`config.mk`:
```
export PLATFORM = sky130hd
export DESIGN_NAME = mod_index_gen_flat
export DESIGN_NICKNAME = d
export VERILOG_FILES = /design/src/rtl/mod_pkg.sv /design/src/rtl/mod_sync_if.sv /design/src/rtl/mod_index_gen.sv /design/src/flat_wrapper.sv
export SDC_FILE = /design/constraint.sdc
export NUM_CORES = 1
export LEC_CHECK = 0
export ABC_AREA = 1
export BUFFER_PORTS_ARGS = -buffer_cell sky130_fd_sc_hd__buf_2
export CAP_MARGIN = 5
export CORE_UTILIZATION = 56
export CTS_BUF_LIST = sky130_fd_sc_hd__clkbuf_8
export CTS_CLUSTER_DIAMETER = 120
export DETAILED_ROUTE_END_ITERATION = 10
export PLACE_DENSITY = 0.81
export SYNTH_ARGS = -nofsm -noshare
export SYNTH_HDL_FRONTEND = slang
export SYNTH_SLANG_ARGS = --single-unit
```
`constraint.sdc`:
```
create_clock -name CLK -period 4.7 [get_ports CLK]
set_input_delay 0.94 -clock CLK [delete_from_list [all_inputs] [get_ports CLK]]
set_output_delay 0.94 -clock CLK [all_outputs]
set_load 0.03 [all_outputs]
```
`src/rtl/mod_pkg.sv`:
```
// Shared constants and state type for the modulation index generator.
package mod_pkg;

   localparam int MOD_IDX_WIDTH = 16;
   localparam int TIME_WIDTH    = 64;

   typedef enum logic [1:0] {
      WAIT_INIT = 2'd0,
      ARMED     = 2'd1,
      RUN       = 2'd2
   } mod_state_t;

endpackage

```
`src/rtl/mod_sync_if.sv`:
```
// Modulation clock configuration bundle driven by the config manager.
interface mod_sync_if;
   import mod_pkg::*;

   logic                     MOD_CLK_INIT;
   logic [MOD_IDX_WIDTH-1:0] MOD_CLK_CYCLE;
   logic [15:0]              MOD_CLK_DIV;
   logic [TIME_WIDTH-1:0]    MOD_CLK_SYNC_TIME_NS;

   modport slave_port (
      input MOD_CLK_INIT,
      input MOD_CLK_CYCLE,
      input MOD_CLK_DIV,
      input MOD_CLK_SYNC_TIME_NS
   );

   modport master_port (
      output MOD_CLK_INIT,
      output MOD_CLK_CYCLE,
      output MOD_CLK_DIV,
      output MOD_CLK_SYNC_TIME_NS
   );
endinterface

```
`src/rtl/mod_index_gen.sv`:
```
// Modulation buffer index generator: arms on an init edge, starts at a global
// sync time, then advances the index every (DIV+1) sample strobes, wrapping at CYCLE.
module mod_index_gen
   import mod_pkg::*;
#(
   parameter int MOD_IDX_WIDTH = mod_pkg::MOD_IDX_WIDTH,
   parameter int TIME_WIDTH    = mod_pkg::TIME_WIDTH
) (
   input  logic                     CLK,
   input  logic                     RST,
   mod_sync_if.slave_port           MOD_SYNC,
   input  logic [TIME_WIDTH-1:0]    SYS_TIME_NS,
   input  logic                     UPDATE,
   output logic [MOD_IDX_WIDTH-1:0] MOD_IDX,
   output logic                     MOD_IDX_UPDATE,
   output logic                     RUNNING
);

   mod_state_t               state_r, state_nxt_s;
   logic [MOD_IDX_WIDTH-1:0] idx_r, idx_nxt_s;
   logic [15:0]              div_cnt_r, div_cnt_nxt_s;
   logic [TIME_WIDTH-1:0]    sync_target_r, sync_target_nxt_s;
   logic                     upd_r, upd_nxt_s;
   logic                     run_r;
   logic                     init_prev_r;
   logic                     init_low_seen_r;
   logic                     init_evt_s;
   logic                     sync_hit_s;

   // A flag already high when reset releases must drop before a rise counts.
   assign init_evt_s = MOD_SYNC.MOD_CLK_INIT & ~init_prev_r & init_low_seen_r;
   assign sync_hit_s = (SYS_TIME_NS >= sync_target_r);

   // State, index and bookkeeping registers.
   always_ff @(posedge CLK or posedge RST) begin
      if (RST) begin
         state_r         <= WAIT_INIT;
         idx_r           <= '0;
         div_cnt_r       <= 16'd0;
         sync_target_r   <= '0;
         upd_r           <= 1'b0;
         run_r           <= 1'b0;
         init_prev_r     <= 1'b0;
         init_low_seen_r <= 1'b0;
      end else begin
         state_r         <= state_nxt_s;
         idx_r           <= idx_nxt_s;
         div_cnt_r       <= div_cnt_nxt_s;
         sync_target_r   <= sync_target_nxt_s;
         upd_r           <= upd_nxt_s;
         run_r           <= (state_nxt_s == RUN);
         init_prev_r     <= MOD_SYNC.MOD_CLK_INIT;
         init_low_seen_r <= init_low_seen_r | ~MOD_SYNC.MOD_CLK_INIT;
      end
   end

   // Next-state logic; an init event overrides everything else in any state.
   always_comb begin
      state_nxt_s       = state_r;
      idx_nxt_s         = idx_r;
      div_cnt_nxt_s     = div_cnt_r;
      sync_target_nxt_s = sync_target_r;
      upd_nxt_s         = 1'b0;
      if (init_evt_s) begin
         sync_target_nxt_s = MOD_SYNC.MOD_CLK_SYNC_TIME_NS;
         state_nxt_s       = ARMED;
      end else begin
         case (state_r)
            WAIT_INIT: begin
               state_nxt_s = WAIT_INIT;
            end
            ARMED: begin
               if (sync_hit_s) begin
                  state_nxt_s   = RUN;
                  idx_nxt_s     = '0;
                  div_cnt_nxt_s = 16'd0;
                  upd_nxt_s     = 1'b1;
               end else begin
                  state_nxt_s = ARMED;
               end
            end
            RUN: begin
               if (UPDATE) begin
                  if (div_cnt_r == MOD_SYNC.MOD_CLK_DIV) begin
                     div_cnt_nxt_s = 16'd0;
                     upd_nxt_s     = 1'b1;
                     if (idx_r >= MOD_SYNC.MOD_CLK_CYCLE) begin
                        idx_nxt_s = '0;
                     end else begin
                        idx_nxt_s = idx_r + MOD_IDX_WIDTH'(1);
                     end
                  end else begin
                     div_cnt_nxt_s = div_cnt_r + 16'd1;
                  end
               end else begin
                  div_cnt_nxt_s = div_cnt_r;
               end
            end
            default: begin
               state_nxt_s = WAIT_INIT;
            end
         endcase
      end
   end

   assign MOD_IDX        = idx_r;
   assign MOD_IDX_UPDATE = upd_r;
   assign RUNNING        = run_r;

endmodule
```
`src/flat_wrapper.sv`:
```
// flat-port wrapper written by rule: the top's interface ports become plain ports
module mod_index_gen_flat import mod_pkg::*;
#(
   parameter int MOD_IDX_WIDTH = mod_pkg::MOD_IDX_WIDTH,
   parameter int TIME_WIDTH    = mod_pkg::TIME_WIDTH
)
  (CLK, RST, SYS_TIME_NS, UPDATE, MOD_IDX, MOD_IDX_UPDATE, RUNNING, MOD_SYNC_MOD_CLK_INIT, MOD_SYNC_MOD_CLK_CYCLE, MOD_SYNC_MOD_CLK_DIV, MOD_SYNC_MOD_CLK_SYNC_TIME_NS);
  mod_sync_if MOD_SYNC_i ();
  input  logic CLK;
  input  logic RST;
  input  logic [TIME_WIDTH-1:0] SYS_TIME_NS;
  input  logic UPDATE;
  output logic [MOD_IDX_WIDTH-1:0] MOD_IDX;
  output logic MOD_IDX_UPDATE;
  output logic RUNNING;
  input wire logic [$bits(MOD_SYNC_i.MOD_CLK_INIT)-1:0] MOD_SYNC_MOD_CLK_INIT;
  input wire logic [$bits(MOD_SYNC_i.MOD_CLK_CYCLE)-1:0] MOD_SYNC_MOD_CLK_CYCLE;
  input wire logic [$bits(MOD_SYNC_i.MOD_CLK_DIV)-1:0] MOD_SYNC_MOD_CLK_DIV;
  input wire logic [$bits(MOD_SYNC_i.MOD_CLK_SYNC_TIME_NS)-1:0] MOD_SYNC_MOD_CLK_SYNC_TIME_NS;
  assign MOD_SYNC_i.MOD_CLK_INIT = MOD_SYNC_MOD_CLK_INIT;
  assign MOD_SYNC_i.MOD_CLK_CYCLE = MOD_SYNC_MOD_CLK_CYCLE;
  assign MOD_SYNC_i.MOD_CLK_DIV = MOD_SYNC_MOD_CLK_DIV;
  assign MOD_SYNC_i.MOD_CLK_SYNC_TIME_NS = MOD_SYNC_MOD_CLK_SYNC_TIME_NS;
  mod_index_gen #(.MOD_IDX_WIDTH(MOD_IDX_WIDTH), .TIME_WIDTH(TIME_WIDTH)) u_core (.CLK(CLK), .RST(RST), .MOD_SYNC(MOD_SYNC_i), .SYS_TIME_NS(SYS_TIME_NS), .UPDATE(UPDATE), .MOD_IDX(MOD_IDX), .MOD_IDX_UPDATE(MOD_IDX_UPDATE), .RUNNING(RUNNING));
endmodule
```
# Word-level counts from Yosys, hierarchy flattened
# Cells that the tools add are included.
[op_classes]
n_mux = 16
eq_ne = 7
n_reduce_logical = 3
order_cmp = 2
add_sub_neg = 2
n_bitwise = 6
[ops]
columns = ["op", "n"]
rows = [
  ["16-bit 2-to-1 mux", 6],
  ["64-bit greater-or-equal comparator", 1],
  ["16-bit case mux with 2 select lines", 2],
  ["16-bit by 1-bit adder with 16-bit output (second input constant)", 2],
  ["16-bit == test", 1],
  ["16-bit greater-or-equal comparator", 1],
  ["5-bit AND reduction", 1],
  ["2-bit == test (second input constant)", 2],
  ["1-bit 2-to-1 mux", 4],
  ["2-bit 2-to-1 mux", 2],
  ["2-bit by 1-bit inequality test with 1-bit output (second input constant)", 2],
  ["2-bit case mux with 2 select lines", 1],
  ["4-bit AND reduction", 1],
  ["1-bit NOT", 3],
  ["1-bit AND", 2],
  ["2-bit by 1-bit == test with 1-bit output (second input constant)", 1],
  ["2-bit inequality test (second input constant)", 1],
  ["1-bit case mux with 2 select lines", 1],
  ["2-bit nonzero test", 1],
  ["1-bit bitwise OR", 1],
]
[totals]
output_inout_bits = 18
register_bits = 102
input_bits = 164

# Depth between registers and ports, before layout
# Gate-level depths: netlist (run 1).
[depth]
depth_word = 5
mapped_depth = 19
mapped_depth_nobuf = 19

# Least setup slack after synthesis (run 1)
# No wires, ideal clock.
[synth_timing]
kind = "input-to-reg"
startpoint = "input SYS_TIME_NS[55]"
endpoint = "register u_core.div_cnt_r[7]"
path_slack_ns = 2.231
arrival_time_ns = 2.352
t_required_ns = 4.583
n_path_buf = 1
cell_stages = 13
cell_sequence = "ha_1 > nand2_1 > nor2_2 > nand2_1 > nor3b_2 > inv_1 > nor2_1 > nand2_1 > nand3_4 > nand3_4 > buf_6 > nand2_1 > nand2_1"
[synth_via]
elab_chain_len = 3
[synth_lines]
columns = ["item", "line_no", "source"]
rows = [
  ["from (decl)", "flat_wrapper.sv:11", "input logic [TIME_WIDTH-1:0] SYS_TIME_NS;"],
  ["64-bit greater-or-equal comparator", "mod_index_gen.sv:32", "assign sync_hit_s = (SYS_TIME_NS >= sync_target_r);"],
  ["2-bit by 1-bit inequality test with 1-bit output (no line)", "n/a", ""],
  ["4-bit AND reduction (no line)", "n/a", ""],
  ["to (signal assigned)", "mod_index_gen.sv:48", "div_cnt_r <= div_cnt_nxt_s;"],
  ["to (decl)", "mod_index_gen.sv:21", "logic [15:0] div_cnt_r, div_cnt_nxt_s;"],
]
# Every way passes these cells.
# A chain may end at the register's enable or synchronous reset.

# Final worst setup path (run 1)
[layout_timing]
startpoint = "input SYS_TIME_NS[63]"
endpoint = "register u_core.div_cnt_r[10]"
# Same word-level chain as after synthesis.

==> results of run 1 <==
## kinds of logic after synthesis
family,count (synthesis),share of synthesized area [%]
xor gates and xnor gates,25,3.20
adders and majority gates,84,14.9
DFF,102,36.1
AOI/OAI and AO/OA,126,9.38
buffers and inverters,161,9.35
and+or+nand+nor,437,27.1
## stage by stage
step	util [%]	instance area [µm²]	std cells	hold slack (ns)
after floorplan	-	7070	935	0.414
after global placement	66.2	8050	1254	0.440
after CTS	67.8	8250	1270	0.477
after detailed placement	66.2	8050	1254	0.455
final	67.9	8250	1273	0.470
after global routing	67.9	8250	1273	0.497
## cell usage in the layout (no fill, tap or decap), types with 3 or more instances in the layout
cell type / Yosys / layout
sky130_fd_sc_hd__xnor2_1: 18 / 18
sky130_fd_sc_hd__inv_1: 127 / 127
sky130_fd_sc_hd__a31oi_1: 3 / 3
sky130_fd_sc_hd__dfrtp_1: 102 / 102
sky130_fd_sc_hd__buf_2: 12 / 181
sky130_fd_sc_hd__nand4_1: 49 / 49
sky130_fd_sc_hd__nor2_2: 5 / 5
sky130_fd_sc_hd__nand3_4: 3 / 3
sky130_fd_sc_hd__xor2_1: 6 / 6
sky130_fd_sc_hd__nand2_1: 248 / 248
sky130_fd_sc_hd__o21ai_0: 79 / 79
sky130_fd_sc_hd__diode_2: 0 / 3
sky130_fd_sc_hd__clkbuf_8: 0 / 10
sky130_fd_sc_hd__ha_1: 84 / 84
sky130_fd_sc_hd__nor4_1: 3 / 3
sky130_fd_sc_hd__nor3_1: 23 / 22
sky130_fd_sc_hd__nor2_1: 74 / 74
sky130_fd_sc_hd__a21oi_1: 36 / 36
sky130_fd_sc_hd__nand3_1: 27 / 27
## sequential cells by signal, summed over array words and instances (netlist names)
signal,flops
u_core.MOD_IDX,16
u_core.init_low_seen_r,1
u_core.sync_target_r,64
u_core.RUNNING,1
u_core.MOD_IDX_UPDATE,1
u_core.div_cnt_r,16
u_core.init_prev_r,1
u_core.state_r,2
## routing by layer
metal	vias to the layer above	GRT usage [%]	part of all wire [%]
li1	3370	-	-
met1	2909	34.0	45
met2	186	42.9	47
met3	26	5.29	5.9
met4	2	10.3	2.5
met5	-	0	0.082
## worst max-delay path, delay by kind of cell
kind                     cells  cell delay [ns]
adder cells (fa/ha/maj)      1             0.30
buffers and inverters        2             0.16
AND/OR/NAND/NOR              9             1.61
## path summary, 6_finish.rpt
path                                     startpoint                  endpoint  slack [ns]  cells after the start
hold / removal               u_core.init_low_seen_r    u_core.init_low_seen_r        0.47                      2
max in group asynchronous                       RST   u_core.sync_target_r[1]        3.00                      3
hold reg to reg              u_core.init_low_seen_r    u_core.init_low_seen_r        0.47                      2
min in group asynchronous                       RST  u_core.sync_target_r[27]        0.75                      2
setup / recovery                    SYS_TIME_NS[63]      u_core.div_cnt_r[10]        1.96                     12
setup reg to reg           u_core.sync_target_r[63]      u_core.div_cnt_r[10]        2.22                     12
## power groups by stage
stage / combinational, mW / sequential (mW) / clock (mW)
after floorplan: 0.298 / 0.979 / 0
after global placement: 0.425 / 0.981 / 0
final: 0.439 / 0.967 / 0.567
after CTS: 0.444 / 0.967 / 0.585
after detailed placement: 0.441 / 0.984 / 0
after global routing: 0.521 / 0.974 / 0.616
## cell type report
class	count	area [µm²]	area share [%]
well taps	168	210	2.55
clock inverters	6	62.6	0.758
repair buffers	184	941	11.4
inverters	128	483	5.85
flip-flops and latches	102	2550	30.9
diodes	3	7.51	0.0910
clock buffers	10	138	1.67
multi-input cells	672	3860	46.8
==> results list, run 1 <==
- Run status: complete, no violations
- Fill cells in the final layout number 1,096.
* Most instantiated flip-flop cell in the synthesis netlist: sky130_fd_sc_hd__dfrtp_1
- Peak VDD IR: around 0.17 mV
- Routability-driven placement congestion ratio: 0.853
- Flop and latch count out of synthesis: 102
- The most common cell in the synthesized netlist is sky130_fd_sc_hd__nand2_1.
* CP max stage delay: 0.33 ns
- TritonCTS built the clock tree.
- Final Skew: 0.0126 ns
- Total vias in the final route: 6,493
- The tool flagged a number of max-cap violations equal to 0.
* Ranking of synthesized cells by area: sky130_fd_sc_hd__dfrtp_1 (36%), sky130_fd_sc_hd__ha_1 (15%), sky130_fd_sc_hd__nand2_1 (13%)
* Post-synthesis cell type count: 32
* Setup repair after global routing missed its margin: no
* Signed area change from the synthesized netlist to the final layout: 16.8%
- Number of failing setup endpoints in the final timing report: 0
* Overall global routing resource usage: 26.1%
- Worst-Skew Late Latency: 0.38 ns
- Worst setup slack before clock tree synthesis: 1.59 ns
* Syn Nets: 1,183
* Row count: 40
* Cell area power density: 239 nW/µm²
- Total count of hold-check failures in the final report: 0
- Class of the tightest hold or removal check: reg -> reg
* Internal power: around 1.4 mW
- Max clock buf depth: 2
* Effective utilization at floorplan: 58.1%
* Power after layout: approximately 2.0 mW
* Power share of the sequential group: 49.0%
* Final worst path period need: between 2 and 3 ns
- The die covers roughly 13,000 µm².
- Cell-by-cell trace of the critical path: buf_2, ha_1, nand4_1, nor2_1, nor3b_2, inv_1, nor2_1, nand2_1, nand3_4, nand3_4, nand2_1, nand2_1
- Startpoint type of the worst setup path: input port
- Yosys printed 0 warnings.
- In this run the cell area of the synthesized design comes to 7070 µm².
- Setup ws final: 1.96 ns
* Clock-pin slew on the worst setup and hold paths: 0.09 ns
- Die extent in x: 114 µm
* Detailed-route wire length: 15.9 mm
- Buffers inserted during post-CTS setup optimization: 0
- Pre-antenna DRT Iters: 9
* Fin crit share: 58.4%
- Violation count after the first detailed-route iteration: 459
* Leakage component of the power: 4.32 nW
* Global route total overflow: 0
- Worst-path cell with the longest stage delay: sky130_fd_sc_hd__nand3_4
* Via count of the first global-routing pass: between 5,000 and 6,000
- The analysis attributes to net switching a power of 0.582 mW.
* Average size of a mapped cell: 7.56 µm²
- Number of levels in the clock H-tree: 3
- Commonest cells in the netlist: sky130_fd_sc_hd__nand2_1 (248), sky130_fd_sc_hd__inv_1 (127), sky130_fd_sc_hd__dfrtp_1 (102), sky130_fd_sc_hd__ha_1 (84), sky130_fd_sc_hd__o21ai_0 (79)
* Core region area: 12,200 µm²
* Port buffer count: 181
- Of all nets on the critical path, the largest fanout is 36.
* Cell type contributing the most total cell area after synthesis: sky130_fd_sc_hd__dfrtp_1
- The floorplan step set the die height to between 100 and 150 µm.
- In this run the tightest slew margin relative to its limit is between 30% and 40%.
- After the last flow step, the layout net total stands at between 1,000 and 1,500.
* Wire length of the first global-routing pass: 26.9 mm
- Number of antenna violations at the first check in global routing: 3
* Gate Count Post-Synth: 935
- The max-slew violation count came to 0.
- The count of nets left with antenna violations once routing finished came out at 0.
- Worst path most repeated cell: sky130_fd_sc_hd__nand2_1
- Num ports: roughly 180
- For this run, the top clock speed supported by timing is 0.364 GHz.
- The worst setup path is captured at a flop.
* Total number of clock tree sinks: 102
- After synthesis, the share of flip-flops with an asynchronous set or reset is between 90% and 100%.
- The share of total power dissipated in the clock network is between 20 and 30%.
- Worst path arrival time: 3.01 ns
- Fraction of layout cells with a size suffix above 1: 19.5%
- Aggregate negative setup slack: 0 ns
- WL/cell: 12.5 µm
* Combinational power share: 22.2%
- Startpoint-to-endpoint class of the critical path: in -> reg
- Net switching fraction of the power: 29.5%
- Worst path required time: 4.97 ns
- Transition time at the pin with the least slew margin: 0.932 ns
- The cell sitting at the root of the clock tree is a sky130_fd_sc_hd__clkbuf_8.
* Post-DP HPWL: between 10 and 15 mm
- Gates resized during post-CTS repair numbered 0.
* Number of buffers added by the clock tree synthesis step: 9
- Sequential cell area fraction in the yosys report: approximately 36%
- Pin count of the biggest net entering global routing: 131
* DRC viols: 0
* Proportion of netlist area held by the largest area contributor: 36.1%
* EDFF count, synth: 0
- Cts-stage hold buffer count: 0
* Vias per cell: 5.10
(Power assumes the default switching activity.)
==> run 2, diff against run 1 <==
--- a/config.mk
+++ b/config.mk
@@ -5,14 +5,14 @@
 export SDC_FILE = /design/constraint.sdc
 export NUM_CORES = 1
 export LEC_CHECK = 0
-export ABC_AREA = 1
+export ABC_AREA = 0
 export BUFFER_PORTS_ARGS = -buffer_cell sky130_fd_sc_hd__buf_2
 export CAP_MARGIN = 5
-export CORE_UTILIZATION = 56
+export CORE_UTILIZATION = 49
 export CTS_BUF_LIST = sky130_fd_sc_hd__clkbuf_8
 export CTS_CLUSTER_DIAMETER = 120
 export DETAILED_ROUTE_END_ITERATION = 10
-export PLACE_DENSITY = 0.81
+export PLACE_DENSITY = 0.76
 export SYNTH_ARGS = -nofsm -noshare
 export SYNTH_HDL_FRONTEND = slang
 export SYNTH_SLANG_ARGS = --single-unit
==> constraint.sdc (replaced) <==
create_clock -name CLK -period 2.5 [get_ports CLK]
set_input_delay 0.5 -clock CLK [delete_from_list [all_inputs] [get_ports CLK]]
set_output_delay 0.5 -clock CLK [all_outputs]
set_load 0.03 [all_outputs]
==> run 2 against run 1 <==
  * The flow now finishes with violations (setup timing)
  * Critical path depth unchanged
  * Clock skew is 0.0018 ns higher
  * Cell area up 2.9%
  * Sequential power increased by 90%
  * Critical path type is now reg -> reg
  * Routed wire length is 0.18% lower
  * Sequential share of layout area shrank 0.87 points
  * Non-clock buffer count is 57 higher
  * Synthesized cell count shrank 19%
  * Die area increased by 5.7%
  * First-iteration DRC count decreased by 23%
  * Global-route usage shrank 2.8 points
  * Sequential cell count unchanged
==> results list, run 2 <==
- Across all setup checks in the final design, the least slack found is -0.522 ns.
- Clock-pin slew on the worst setup and hold paths: 0.09 ns
- The area growth from synthesis to layout is 29.9%.
- The clock network accounts for 26.6% of the total power.
* Routability-driven placement congestion ratio: 0.883
- Core region area: roughly 13,000 µm²
- Of the available clock period, the critical path in the final layout requires 121%.
- Syn Nets: 1,005
* Combinational power share: 28.0%
* Class of the tightest hold or removal check: in -> async
- Cells with a size suffix above 1 make up 30.3% of the layout.
- In the final layout, the multi-input gates occupy 3730 µm².
- Setup repair after global routing could not meet its margin everywhere.
- Measured against its own limit, the worst slew margin works out to 60.5%.
* Power share of the sequential group: a little under half
* Startpoint type of the worst setup path: flop
- DRC viols: 0
* Transition time at the pin with the least slew margin: 0.587 ns
* Via count of the first global-routing pass: approximately 5,700
- The most used flip-flop cell after synthesis is sky130_fd_sc_hd__dfrtp_1.
* Vias per cell: 5.20
- The number of antenna violations at the first check in global routing was 0.
* Number of buffers and inverters on the critical path: 4
- Peak VDD IR: 0.404 mV
- Post-synthesis xor/xnor area fraction: 2.14%
* Leakage component of the power: 4.30 nW
* Total number of clock tree sinks: 102
- Area after detailed placement: 8070 µm²
- Cell-by-cell trace of the critical path: inv_2, ha_4, nand4_1, or4_4, o32a_1, a2111oi_4, buf_4, nor4_4, buf_6, buf_4, a211oi_2, o22ai_2
* Flop and latch count out of synthesis: 102
- Post-synthesis cell type count: 48
- The worst setup path is of the reg -> reg kind.
* Wire length of the first global-routing pass: 26.3 mm
- Sorting the synthesized cells by area gives the leading types as sky130_fd_sc_hd__dfrtp_1 (39%), sky130_fd_sc_hd__ha_1 (16%), sky130_fd_sc_hd__nand2_1 (6.5%).
- Average size of a mapped cell: 8.64 µm²
- After synthesis, the largest family of logic cells by area is compound AO/OA/AOI/OAI gates.
- TritonCTS built the clock tree.
* Gate Count Post-Synth: 757
- In this run the worst path has a maximum fanout of 8.
- Leaving out fill and tap cells, the most frequent cells in the layout are sky130_fd_sc_hd__buf_2 (181), sky130_fd_sc_hd__nand2_1 (114), sky130_fd_sc_hd__dfrtp_1 (102).
- Total vias in the final route: ~6,000
* Nature of the critical path endpoint: flop
- Final Max Tran Viols: 0
- Post-DP HPWL: 11.5 mm
- Post-synthesis mux area share: 0.650%
* Number of failing setup endpoints in the final timing report: 36
- Ys Warns: 0
- The internal portion of the total power is 2.83 mW.
* Peak clock frequency supported by timing: 0.331 GHz
- The checks that failed: setup timing.
- Effective utilization at floorplan: a little over 50%
- The sequential cells in the finished layout cover a total of 2550 µm².
* Worst-path cell with the longest stage delay: sky130_fd_sc_hd__or4_4
- The hold violation count in the final report came to 0.
* Total die area: 13,800 µm²
- Dividing total power by cell area gives a power density of 476 nW/µm².
- Cell type contributing the most total cell area after synthesis: sky130_fd_sc_hd__dfrtp_1
- Max clock buf depth: 2
- Overall global routing resource usage: 23.4%
- Number of buffers added by the clock tree synthesis step: 9
- Max-cap check violation count: 0
* CP max stage delay: ~0.55 ns
- Die height: approximately 120 µm
- Summing the areas of all compound-gate instances in the mapped netlist gives ~18% of the synthesized area.
* Detailed-route wire length: ~16 mm
* Flip-flop count of the largest register, all copies and words added: 64
- Final worst path period need: 3.02 ns
- Ranked by instance count, the synthesized netlist is headed by sky130_fd_sc_hd__nand2_1 (114), sky130_fd_sc_hd__inv_1 (103), sky130_fd_sc_hd__dfrtp_1 (102), sky130_fd_sc_hd__ha_1 (84), sky130_fd_sc_hd__o21ai_0 (82).
- Port buffer count: 181
- Broken down by cell family, the worst path's largest delay share belongs to compound AO/OA/AOI/OAI gates.
- In this run, synthesis inferred 0 flip-flops with an integrated enable.
- Total net switching power: around 1.2 mW
* Worst path required time: 2.76 ns
- The share of synthesized area in the top cell type comes to 39.0%.
- In this run switching power makes up between 30% and 40% of total power.
- Top-count cell post-synth: sky130_fd_sc_hd__nand2_1
- Row count: slightly above 40
* Async set or reset register ratio after synthesis: 100%
- Worst path arrival time: between 3 and 4 ns
- 0 antenna diodes ended up in the layout.
- Final Skew: around 0.014 ns
- Simple-gate portion of the synthesized area: 16.9%
* Post-synthesis adder-cell area fraction: ~16%
* Final net count: 1,232
- Entering global routing, the biggest net connects roughly 100 pins.
- Before antenna repair, the detailed router went through 5 iterations.
* Post-layout utilization of the core: 66.2%
* Post-route design area: 8490 µm²
* Global route total overflow: 0
- The run finished, with violations left.
- The library cell used most frequently in the layout, excluding fill and tap cells, is sky130_fd_sc_hd__buf_2.
* Number of levels in the clock H-tree: 3
* Num ports: 182
* Violation count after the first detailed-route iteration: 355
* Number of fillers in the final layout: 1,103
- The count of nets left with antenna violations once routing finished came out at 0.
- Register ranked first by flip-flop count: u_core.sync_target_r
* Cell area after synthesis: ~6500 µm²
- Die extent in x: 118 µm
- For the worst-skew pair, the clock arrives at the later sink with an insertion delay of 0.39 ns.
- Total power for the finished layout comes to 4.04 mW.
- Worst path most repeated cell: sky130_fd_sc_hd__buf_4
* WL/cell: 13.7 µm
- Hold repair after CTS inserted 0 buffers.
- Library cell used as clock root buffer: sky130_fd_sc_hd__clkbuf_8
- After synthesis, flip-flops and latches occupy 39.0% of the total area.
==> run 2: cell count changes after synthesis, sizes merged, moves of 13 or more <==
cell / before / now
a221o: 0 / 14
and3: 0 / 17
buf: 22 / 6
inv: 128 / 103
nand2: 249 / 114
nand3: 30 / 14
nand4: 49 / 17
nor2: 80 / 27
nor3: 23 / 2
o22ai: 0 / 13
==> run 2: cell families (layout without fill, tap and decap cells) <==
logic type,Yosys count,after routing
multiplexers,4,4
buffers and inverters,129,360
flip-flops,102,102
AND/OR/NAND/NOR,233,233
XOR/XNOR,16,16
adder cells (fa/ha/maj),84,84
AO/OA/AOI/OAI,189,190
==> run 2: per-layer routing <==
| layer | GRT usage (%) | vias to the layer above | routed length, µm |
|---|---|---|---|
| li1 | - | 3072 | - |
| met2 | 38.1 | 171 | 7600 |
| met4 | 5.77 | 0 | 221 |
| met3 | 5.47 | 20 | 805 |
| met1 | 31.3 | 2775 | 7280 |
| met5 | 0 | - | 0 |
==> run 2: worst register-to-register path: stages, from the launching register on <==
cell	delay, ns
sky130_fd_sc_hd__dfrtp_1	0.36
sky130_fd_sc_hd__inv_2	0.05
sky130_fd_sc_hd__ha_4	0.25
sky130_fd_sc_hd__nand4_1	0.13
sky130_fd_sc_hd__or4_4	0.55
sky130_fd_sc_hd__o32a_1	0.33
sky130_fd_sc_hd__a2111oi_4	0.29
sky130_fd_sc_hd__buf_4	0.17
sky130_fd_sc_hd__nor4_4	0.05
sky130_fd_sc_hd__buf_6	0.17
sky130_fd_sc_hd__buf_4	0.17
sky130_fd_sc_hd__a211oi_2	0.26
sky130_fd_sc_hd__o22ai_2	0.12
==> run 2: power groups by stage <==
stage	clock network, mW	registers, mW	logic [mW]
after floorplan	0	1.87	0.637
after global placement	0	1.86	1.03
after detailed placement	0	1.87	1.05
after CTS	1.10	1.84	1.10
after global routing	1.18	1.85	1.29
final	1.08	1.84	1.13
==> run 2: what timing repair did <==
action / in CTS / in global routing
cloned: 1 / 1
gates resized for setup: 20 / 18
endpoints found under the setup margin: 36 / 36
pin swaps: 9 / 10
buffers inserted: 4 / 2
==> run 2: path summary, 6_finish.rpt <==
kind                                           from                endpoint  slack (ns)  cells after the start
min in group CLK              MOD_SYNC_MOD_CLK_INIT      u_core.init_prev_r        0.25                      1
min reg2reg                  u_core.init_low_seen_r  u_core.init_low_seen_r        0.48                      1
min                                             RST     u_core.div_cnt_r[7]        0.24                      3
max reg2reg                u_core.sync_target_r[15]     u_core.div_cnt_r[4]       -0.52                     12
max in group asynchronous                       RST      u_core.MOD_IDX[14]        1.79                      3
max                        u_core.sync_target_r[15]     u_core.div_cnt_r[4]       -0.52                     12
==> run 2: metrics by stage <==
stage	std cells	hold slack, ns	setup TNS, ns	worst slack, ns
after CTS	1159	0.230	-14.43	-0.474
after detailed placement	1138	0.453	-26.93	-0.877
final	1161	0.235	-15.11	-0.522
after global routing	1161	0.239	-18.53	-0.608
after global placement	1138	0.450	-25.66	-0.809
after floorplan	757	0.435	-11.20	-0.407
==> run 2: final cells by class <==
cell class | instances | area share (%)
multi-input combinational | 527 | 43.9
sequential | 102 | 30.1
timing repair buffer | 241 | 16.5
inverter | 103 | 4.60
tap | 172 | 2.53
clock buffer | 11 | 1.78
clock inverter | 5 | 0.589
==> run 3, diff against run 2 <==
--- a/config.mk
+++ b/config.mk
@@ -8,6 +8,7 @@
 export ABC_AREA = 0
 export BUFFER_PORTS_ARGS = -buffer_cell sky130_fd_sc_hd__buf_2
 export CAP_MARGIN = 5
+export CORE_MARGIN = 5
 export CORE_UTILIZATION = 49
 export CTS_BUF_LIST = sky130_fd_sc_hd__clkbuf_8
 export CTS_CLUSTER_DIAMETER = 120
==> run 3 against run 2 <==
  * Cell count increased by 0.26%
  * The run still ends with setup timing left
  * Hold slack improved by 0.017 ns
  * Largest power group unchanged
  * Largest cell class unchanged
  * Clock skew decreased by 0.0029 ns
  * Count of clock-buffer cells in the layout decreased by 2
  * First-iteration DRC count increased by 6.8%
  * Critical endpoint is now u_core.div_cnt_r[3]
  * Non-clock buffer count increased by 1
==> results list, run 3 (same netlist as run 2, synthesis figures left out) <==
* Final worst path period need: 3.04 ns
- After detailed routing, the number of remaining DRC violations is 0.
* Die height: 126 µm
- The number of cells on the worst reg-to-reg path is 11.
- In this run the number of cells on the critical path is 11.
- Post-layout utilization of the core: between 60 and 70%
- The worst register-to-register path begins at u_core.sync_target_r[14].
* Library cell used as clock root buffer: sky130_fd_sc_hd__clkbuf_8
* Worst path arrival time: 3.35 ns
- Relative to the synthesized area, the layout overhead comes to 30.3%.
- Leakage component of the power: 4.30 nW
- Worst path required time: between 2 and 3 ns
* Worst-path cell with the longest stage delay: sky130_fd_sc_hd__or4_4
- The tightest min-delay check is of the in -> reg type.
* Met1 Usage GRT: 26.9%
- Counting both buffers and inverters, the worst setup path holds a total of 3.
- Leading cell type in the layout, fill and taps excluded: sky130_fd_sc_hd__buf_2
- Pin placement for this block handled 182 I/O pins.
- After detailed routing, the average wire length per cell comes to approximately 14 µm.
- After detailed routing, the number of vias per cell comes to 5.21.
- Based on the critical path, the design can be clocked at up to 0.329 GHz.
- Final Skew: about 0.012 ns
* Worst-Skew Late Latency: 0.38 ns
- For this run, the slowest stage of the critical path takes between 0.5 and 0.6 ns.
- Routability-driven placement congestion ratio: 0.881
- Number of antenna violations at the first check in global routing: 1
* Startpoint type of the worst setup path: flop
- The initialized floorplan defines between 40 and 50 standard-cell rows.
* Sink of the worst hold path: u_core.init_prev_r
- Total die area: between 15,000 and 20,000 µm²
- The via count of the first global-routing pass came to ~6,000.
- Startpoint-to-endpoint class of the critical path: reg -> reg
* Final Max Tran Viols: 0
- Final net count: between 1,000 and 1,500
- The detail route stage leaves a number of antenna-violating nets equal to 0.
- Port buffer count: 181
- Setup violations remaining at the end of the flow were counted as 36.
- Fraction of layout cells with a size suffix above 1: between 30% and 40%
* Most used routing layer: met2
- Along the worst path, the maximum fanout reaches 7.
* Number of levels in the clock H-tree: 3
- The worst setup path is captured at a flop.
- Setup slack on the worst reg-to-reg path comes out at -0.54 ns.
- Detailed-route wire length: approximately 17 mm
- Cell-by-cell trace of the critical path: inv_2, ha_4, nand4_1, or4_4, o32a_1, a2111oi_2, buf_4, nor4_4, buf_6, a211o_4, o22ai_2
* Cells on Worst Hold Path: 1
- Placed Instances: 1,144
* Post-route worst hold slack: 0.252 ns
- The register with the most flip-flops in the layout has 64 of them.
* Max clock buf depth: 2
* Peak VDD IR: 0.399 mV
- Pin count of the biggest net entering global routing: 103
- The library cells used most frequently in the layout, excluding fill and tap cells, are sky130_fd_sc_hd__buf_2 (181), sky130_fd_sc_hd__nand2_1 (114), sky130_fd_sc_hd__dfrtp_1 (102).
- Excluding fillers, the count of instances in the completed layout stands at approximately 1,200.
- The first global-routing pass estimated 27.7 mm of wire.
* Violation count after the first detailed-route iteration: 379
- Cts-stage hold buffer count: 0
- The flow ran to the end, but the final reports show violations.
- Broken down by cell family, the worst path's largest delay share belongs to compound AO/OA/AOI/OAI gates.
- For the pin with the worst max-slew slack, the measured transition is between 0.5 and 0.6 ns.
- Setup repair after global routing missed its margin: yes
* Core region area: 13,200 µm²
- Met3 capacity usage during global routing: ~6%
- Effective utilization at floorplan: 49.6%
* Die extent in x: 126 µm
- Setup ws final: -0.543 ns
- Max-cap check violation count: 0
- Detailed routing inserted a total of 6,062 vias.
- Detailed placement finished with a half-perimeter wire length of 12.5 mm.
* Pre-antenna DRT Iters: 5
* Total count of hold-check failures in the final report: 0
* Global route total overflow: 0
* Register ranked first by flip-flop count: u_core.sync_target_r
- After clock tree synthesis, the clock-pin slew on the worst setup and hold paths is 0.09 ns.
- TritonCTS built the clock tree.
* Violations in the final reports: setup timing
- Global routing usage on met2: 35.0%
- In this run the most critical hold path is launched from MOD_SYNC_MOD_CLK_INIT.
- Slew headroom: 62.9%
* Number of buffers added by the clock tree synthesis step: 9
- Cell area power density: 482 nW/µm²
- The worst register-to-register path ends at u_core.div_cnt_r[3].
- The final critical path takes up 122% of the cycle.
* Total number of clock tree sinks: just over 100
* Overall global routing resource usage: 21.2%
-- run 3: cell type report --
type / count / area [µm²]
repair buffers: 242 / 1400
diodes: 1 / 2.50
well taps: 176 / 220
inverters: 103 / 390
multi-input cells: 527 / 3770
flip-flops and latches: 102 / 2550
clock buffers: 9 / 124
clock inverters: 4 / 67.6
fillers: 1114 / 4670
-- run 3: how the worst max path moves through the flow --
stage / start / end / slack, ns
after floorplan: SYS_TIME_NS[15] / u_core.div_cnt_r[2] / -0.41
after global placement: SYS_TIME_NS[10] / u_core.div_cnt_r[4] / -0.80
after detailed placement: SYS_TIME_NS[11] / u_core.div_cnt_r[6] / -0.88
after CTS: u_core.sync_target_r[11] / u_core.div_cnt_r[3] / -0.49
after global routing: u_core.sync_target_r[14] / u_core.div_cnt_r[3] / -0.65
final: u_core.sync_target_r[14] / u_core.div_cnt_r[3] / -0.54
-- run 3: repair_timing --
item | 4_1_cts | 5_1_grt
setup endpoints to repair | 36 | 36
gates cloned | 1 | 0
buffers inserted | 4 | 1
pin swaps | 7 | 8
gates resized for setup | 24 | 17
-- run 3: stage by stage --
| step | setup TNS, ns | instance area (µm²) | power, mW | setup WS (ns) |
|---|---|---|---|---|
| floorplan | -11.20 | 6610 | 2.50 | -0.407 |
| global placement | -24.96 | 8070 | 2.90 | -0.801 |
| detailed placement | -27.11 | 8070 | 2.94 | -0.882 |
| CTS | -14.46 | 8440 | 4.11 | -0.491 |
| global route | -20.32 | 8520 | 4.38 | -0.646 |
| finish | -16.77 | 8520 | 4.11 | -0.543 |
-- run 3: worst register-to-register path: stages (launching register included) --
cell	delay (ns)
sky130_fd_sc_hd__dfrtp_1	0.36
sky130_fd_sc_hd__inv_2	0.06
sky130_fd_sc_hd__ha_4	0.26
sky130_fd_sc_hd__nand4_1	0.13
sky130_fd_sc_hd__or4_4	0.55
sky130_fd_sc_hd__o32a_1	0.31
sky130_fd_sc_hd__a2111oi_2	0.36
sky130_fd_sc_hd__buf_4	0.18
sky130_fd_sc_hd__nor4_4	0.05
sky130_fd_sc_hd__buf_6	0.17
sky130_fd_sc_hd__a211o_4	0.38
sky130_fd_sc_hd__o22ai_2	0.17
-- run 3: metal layers --
layer  wire length [µm]  part of all wire [%]
met5                  0                     0
met4                323                   1.9
met3               1060                   6.3
met2               8040                    48
met1               7320                    44
-- run 3: report_power, final --
part / internal (mW) / switching [mW]
Sequential: 1.79 / 0.0464
Clock: 0.541 / 0.557
Combinational: 0.551 / 0.617
